File: config.mk
export PLATFORM = sky130hd
export DESIGN_NAME = qif_synapse_drive
export DESIGN_NICKNAME = d
export VERILOG_FILES = /design/src/rtl/qif_pkg.sv /design/src/rtl/qif_weight_bank.sv /design/src/rtl/qif_synapse_drive.sv
export SDC_FILE = /design/constraint.sdc
export NUM_CORES = 1
export LEC_CHECK = 0
export ABC_AREA = 1
export BUFFER_PORTS_ARGS = -buffer_cell sky130_fd_sc_hd__buf_2
export CELL_PAD_IN_SITES_DETAIL_PLACEMENT = 2
export CELL_PAD_IN_SITES_GLOBAL_PLACEMENT = 2
export CORE_MARGIN = 2
export CORE_UTILIZATION = 34
export CTS_CLUSTER_SIZE = 14
export DETAILED_ROUTE_END_ITERATION = 12
export PLACE_DENSITY = 0.77
export SLEW_MARGIN = 20
export SYNTH_ARGS = -nofsm -noshare
export SYNTH_HDL_FRONTEND = slang
export SYNTH_SLANG_ARGS = --single-unit
File: constraint.sdc
create_clock -name clk -period 7.8 [get_ports clk]
set_input_delay 0.39 -clock clk [delete_from_list [all_inputs] [get_ports clk]]
set_output_delay 0.39 -clock clk [all_outputs]
set_load 0.01 [all_outputs]
File: src/rtl/qif_pkg.sv
// Shared QIF datapath types: synaptic current width, current type and 8-bit clamp.
// Used by both the synapse driver and the neuron's I_syn port.
package qif_pkg;

  localparam int I_SYN_W = 8;
  localparam int I_MAX   = (2 ** (I_SYN_W - 1)) - 1;
  localparam int I_MIN   = -(2 ** (I_SYN_W - 1));

  typedef logic signed [I_SYN_W-1:0] qif_current_t;

  function automatic qif_current_t sat_s8(input int v);
    if (v > I_MAX) return qif_current_t'(I_MAX);
    else if (v < I_MIN) return qif_current_t'(I_MIN);
    else return qif_current_t'(v);
  endfunction

endpackage

File: src/rtl/qif_weight_bank.sv
// Signed weight registers plus masked adder tree; S1 registered one cycle after spike sampling.
// No backpressure: enable low holds S1 and drops spikes, weight writes always accepted.
module qif_weight_bank
  import qif_pkg::*;
#(
  parameter int N_IN = 4,
  parameter int AW   = (N_IN > 1) ? $clog2(N_IN) : 1,
  parameter int SW   = I_SYN_W + $clog2(N_IN) + 1
) (
  input  logic                 clk,
  input  logic                 rst_n,
  input  logic                 enable,
  input  logic [N_IN-1:0]      spike_in,
  input  logic                 wt_we,
  input  logic [AW-1:0]        wt_addr,
  input  qif_current_t         wt_data,
  output logic signed [SW-1:0] s1
);

  qif_current_t         wt [N_IN];
  logic signed [SW-1:0] sum;

  always_ff @(posedge clk or posedge rst_n) begin
    if (rst_n) begin
      for (int i = 0; i < N_IN; i++) wt[i] <= '0;
    end else if (wt_we && (int'(wt_addr) < N_IN)) begin
      wt[wt_addr] <= wt_data;
    end
  end

  // Reads the pre-edge bank, so a same-cycle write to a spiking index is seen one cycle later.
  always_comb begin
    sum = '0;
    for (int i = 0; i < N_IN; i++) begin
      if (spike_in[i]) sum = sum + SW'(wt[i]);
    end
  end

  always_ff @(posedge clk or posedge rst_n) begin
    if (rst_n) s1 <= '0;
    else if (enable) s1 <= sum;
  end

endmodule

File: src/rtl/qif_synapse_drive.sv
// Spike-to-current driver: weighted sum, prescaled shift leak, clamp to s8; 2-cycle spike latency.
// No backpressure: enable low freezes S1, prescaler and I_syn; sat is sticky until sat_clr.
module qif_synapse_drive
  import qif_pkg::*;
#(
  parameter int N_IN         = 4,
  parameter int DECAY_SHIFT  = 3,
  parameter int DECAY_PERIOD = 4
) (
  input  logic                                   clk,
  input  logic                                   rst_n,
  input  logic                                   enable,
  input  logic [N_IN-1:0]                        spike_in,
  input  logic                                   wt_we,
  input  logic [((N_IN > 1) ? $clog2(N_IN) : 1)-1:0] wt_addr,
  input  qif_current_t                           wt_data,
  input  logic                                   sat_clr,
  output qif_current_t                           I_syn,
  output logic                                   sat
);

  localparam int AW   = (N_IN > 1) ? $clog2(N_IN) : 1;
  localparam int SW   = I_SYN_W + $clog2(N_IN) + 1;
  localparam int PW   = (DECAY_PERIOD > 1) ? $clog2(DECAY_PERIOD) : 1;
  localparam int LAST = (DECAY_PERIOD > 0) ? DECAY_PERIOD - 1 : 0;

  logic signed [SW-1:0] s1;
  logic [PW-1:0]        pre_cnt;
  logic                 tick;
  int                   cur, mag, step, leaked, total;
  logic                 clamp;
  qif_current_t         nxt;

  qif_weight_bank #(
    .N_IN (N_IN),
    .AW   (AW),
    .SW   (SW)
  ) u_bank (
    .clk      (clk),
    .rst_n    (rst_n),
    .enable   (enable),
    .spike_in (spike_in),
    .wt_we    (wt_we),
    .wt_addr  (wt_addr),
    .wt_data  (wt_data),
    .s1       (s1)
  );

  assign tick = (DECAY_PERIOD != 0) && (pre_cnt == PW'(LAST));

  // Leak toward zero by at least one LSB, then add this cycle's S1 and clamp.
  always_comb begin
    cur    = int'(I_syn);
    mag    = (cur < 0) ? -cur : cur;
    step   = mag >>> DECAY_SHIFT;
    if ((cur != 0) && (step == 0)) step = 1;
    leaked = cur;
    if (tick) leaked = (cur < 0) ? cur + step : cur - step;
    total  = leaked + int'(s1);
    clamp  = (total > I_MAX) || (total < I_MIN);
    nxt    = sat_s8(total);
  end

  always_ff @(posedge clk or posedge rst_n) begin
    if (rst_n) begin
      pre_cnt <= '0;
      I_syn   <= '0;
      sat     <= 1'b0;
    end else begin
      if (enable) begin
        I_syn <= nxt;
        if (DECAY_PERIOD != 0) pre_cnt <= tick ? '0 : pre_cnt + 1'b1;
      end
      if (enable && clamp) sat <= 1'b1;
      else if (sat_clr) sat <= 1'b0;
    end
  end

endmodule

==> results.py <==
metrics = {
    "timing": {
        "setup_slack_ns": 1.03,
        "final_hold_viol_count": 0,
        "timing.fmax_ghz": 0.148,
        "setup_tns_ns": 0,
        "period_share_pct": 86.8,
        "grt_setup_unrepaired": "no",
        "final_max_slew_viol_count": 0,
        "worst_pin_slew_ns": 1.10,
        "setup_viol": 0,
        "fin_crit_ns": 6.77,
        "finClkSkew_ns": 0.0107,
        "maxSlewHeadroom_pct": 26.4,
    },
    "worst_setup_path": {
        "path_common_cell": "nand2_1",
        "slowest_delay_ns": 0.46,
        "crit_start": "I_syn[3]",
        "path_max_fanout": 8,
        "endpoint_kind": "flop",
        "startpoint_type": "flop",
        "worstSetupPathType": "flop to flop",
        "slowest_stage": "dfrtp_1",
        "cp.required_ns": 8.00,
        "r2r-start": "I_syn[3]",
        "cp.arrival_ns": 6.97,
    },
    "global_routing": {
        "grt_pass1_wl_um": 45300,
        "grt_pass1_vias": 8583,
        "gr-total-overflow": 0,
        "grt_antenna_before_repair": 0,
        "grt_max_degree": 55,
        "track_usage_pct": 25.6,
    },
    "yosys": {
        "synthesis.nets": 1334,
        "synth_area_sq_um": 7330,
        "synth_top_cell_area_share_pct": 22.7,
        "synthAdderAreaFrac_pct": 13.1,
        "yosys_warnings": 0,
        "synthSimpleGateAreaFrac_pct": 39.8,
        "ys_seq_elements": 54,
        "synth_flop_cell": "dfrtp_1",
        "synth_xor_xnor_area_share_pct": 3.70,
        "synth_compound_area_share_pct": 14.3,
        "synthArstFlopShare_pct": 100,
        "yosysUniqueCellTypes": 41,
        "synth_top_cell_by_area": "nand2_1",
        "synth_mux_area_share_pct": 0,
        "ys_top_cells_by_area": "nand2_1 (23%), dfrtp_1 (18%), ha_1 (12%)",
        "ys_seq_area_share_pct": 18.4,
        "syn-mean-instance-area_sq_um": 5.91,
        "synth_top_family_by_area": "simple AND/OR/NAND/NOR gates",
        "synth_edf_count": 0,
        "synthesis.instances": 1241,
    },
    "die": {
        "core_area_sq_um": 21100,
        "chipWidth_um": 151,
        "dieArea_sq_um": 22700,
        "num_io_pins": 28,
        "initial_core_util_pct": 34.8,
        "die_y_um": 151,
        "placementRows": 53,
    },
    "final_layout": {
        "num_antenna_cells": 0,
        "areaGrowthSynthToFinish_pct": 8.21,
        "layout-drive-gt1-share_pct": 8.09,
        "fillers": 2720,
        "nNetsFinal": 1354,
        "final_common_cell": "nand2_1",
        "mostFrequentLayoutCells": "nand2_1 (444), inv_1 (170), nor2_1 (96)",
    },
    "cts": {
        "path_clk_slew_ns": 0.08,
        "root_buffer": "clkbuf_16",
        "htreeDepth": 2,
        "cts_buffer_depth": 2,
        "cts_tree": "built",
        "cts.sink_count": 54,
        "clk_latency_ns": 0.31,
        "cts_hold_repair.buffers": 0,
        "cts_buffers": 5,
    },
    "place": {
        "place.port_buffers": 27,
        "pre_cts_slack_ns": 0.625,
        "gp_congestion": 0.870,
        "dp_hpwl_um": 23400,
    },
    "detailed_routing": {
        "vias": 7999,
        "wl_um": 28100,
        "route.antenna.remaining_nets": 0,
        "wl_per_cell_um": 18.3,
        "via_per_inst": 5.21,
        "drcViolationCount": 0,
        "dr.pass1.iters": 4,
        "drt-initial-drc-count": 274,
    },
    "min_path": {
        "hold_path_class": "input pin to async pin",
    },
    "run_status": {
        "status": "complete, no violations",
    },
    "flow_run": {
        "cap_violations": 0,
    },
}
==> Yosys cell counts (2+ instances only) <==
cell       instances
a21o_1             3
a21oi_1           60
a21oi_2            4
a31oi_1            4
and2_1             4
and3_1             2
clkbuf_1          19
clkinv_1           2
dfrtp_1           54
fa_1               5
ha_1              69
inv_1            171
inv_2             14
nand2_1          444
nand2_2           15
nand2_4            4
nand3_1           72
nand3_2            6
nand3b_1           3
nand4_1           14
nor2_1            97
nor2_2             7
nor3_1             9
o2111ai_1          3
o211ai_1           2
o21ai_0           84
o21ai_1            2
o21bai_1           5
o221ai_1           3
o22ai_1            4
o31ai_1           13
or2_2              5
xnor2_1           11
xor2_1            20
==> area by class of cell <==
cell class / instances / area [sq um] / area share, %
multi-input combinational: 980 / 5210 / 65.7
sequential: 54 / 1350 / 17.0
inverter: 187 / 702 / 8.85
tap: 275 / 344 / 4.34
timing repair buffer: 33 / 180 / 2.27
clock buffer: 5 / 125 / 1.58
clock inverter: 2 / 15.0 / 0.189
==> layer usage <==
metal  part of all wire (%)  global-route usage (%)  up-vias
met2                     47                    43.0       59
met5                      0                       0        -
met3                    2.8                    3.34       12
met1                     50                    36.2     3929
met4                   0.61                    3.22        0
li1                       -                       -     3999
==> registers in the layout (all words and copies together) (netlist names) <==
register / flops
u_bank.wt: 32
u_bank.s1: 11
I_syn: 8
pre_cnt: 2
sat: 1
==> cells by family after synthesis <==
group / count (synthesis)
simple gates: 687
buf+inv: 207
fa+ha+maj: 74
flops: 54
compound gates: 188
xor+xnor: 31
==> worst max-delay path: cells and delay by family, from the launching register on <==
family                     cells  cell delay (ns)
DFF                            1             0.46
xor gates and xnor gates       2             0.27
AOI/OAI and AO/OA              8             1.62
buffers and inverters          8             0.71
adders and majority gates      3             1.10
and+or+nand+nor               21             2.47
==> timing repair <==
item | in CTS | in global routing
resized for setup | 0 | 1
endpoints found under the setup margin | 0 | 8
buffers inserted | 0 | 4
==> worst paths after layout <==
check | to | slack (ns) | cells past startpoint
worst min register to register | pre_cnt[0] | 0.48 | 1
max in group asynchronous | I_syn[6] | 7.01 | 3
worst min-delay path | u_bank.wt[21] | 0.25 | 3
min in group clk | sat | 0.31 | 4
worst max-delay path | I_syn[4] | 1.03 | 42
worst max register to register | I_syn[4] | 1.03 | 42
==> through the flow <==
stage	cells	util, %	cell area [sq um]	hold slack, ns
after floorplan	1241	-	7330	0.446
after global placement	1525	36.7	7750	0.466
after detailed placement	1525	36.8	7750	0.467
after CTS	1532	37.4	7890	0.314
after global routing	1536	37.6	7930	0.346
final	1536	37.6	7930	0.251
Power is left out: the tool's default activity adds up to more than one toggle a clock period on the data nets, which glitch-free logic cannot reach.
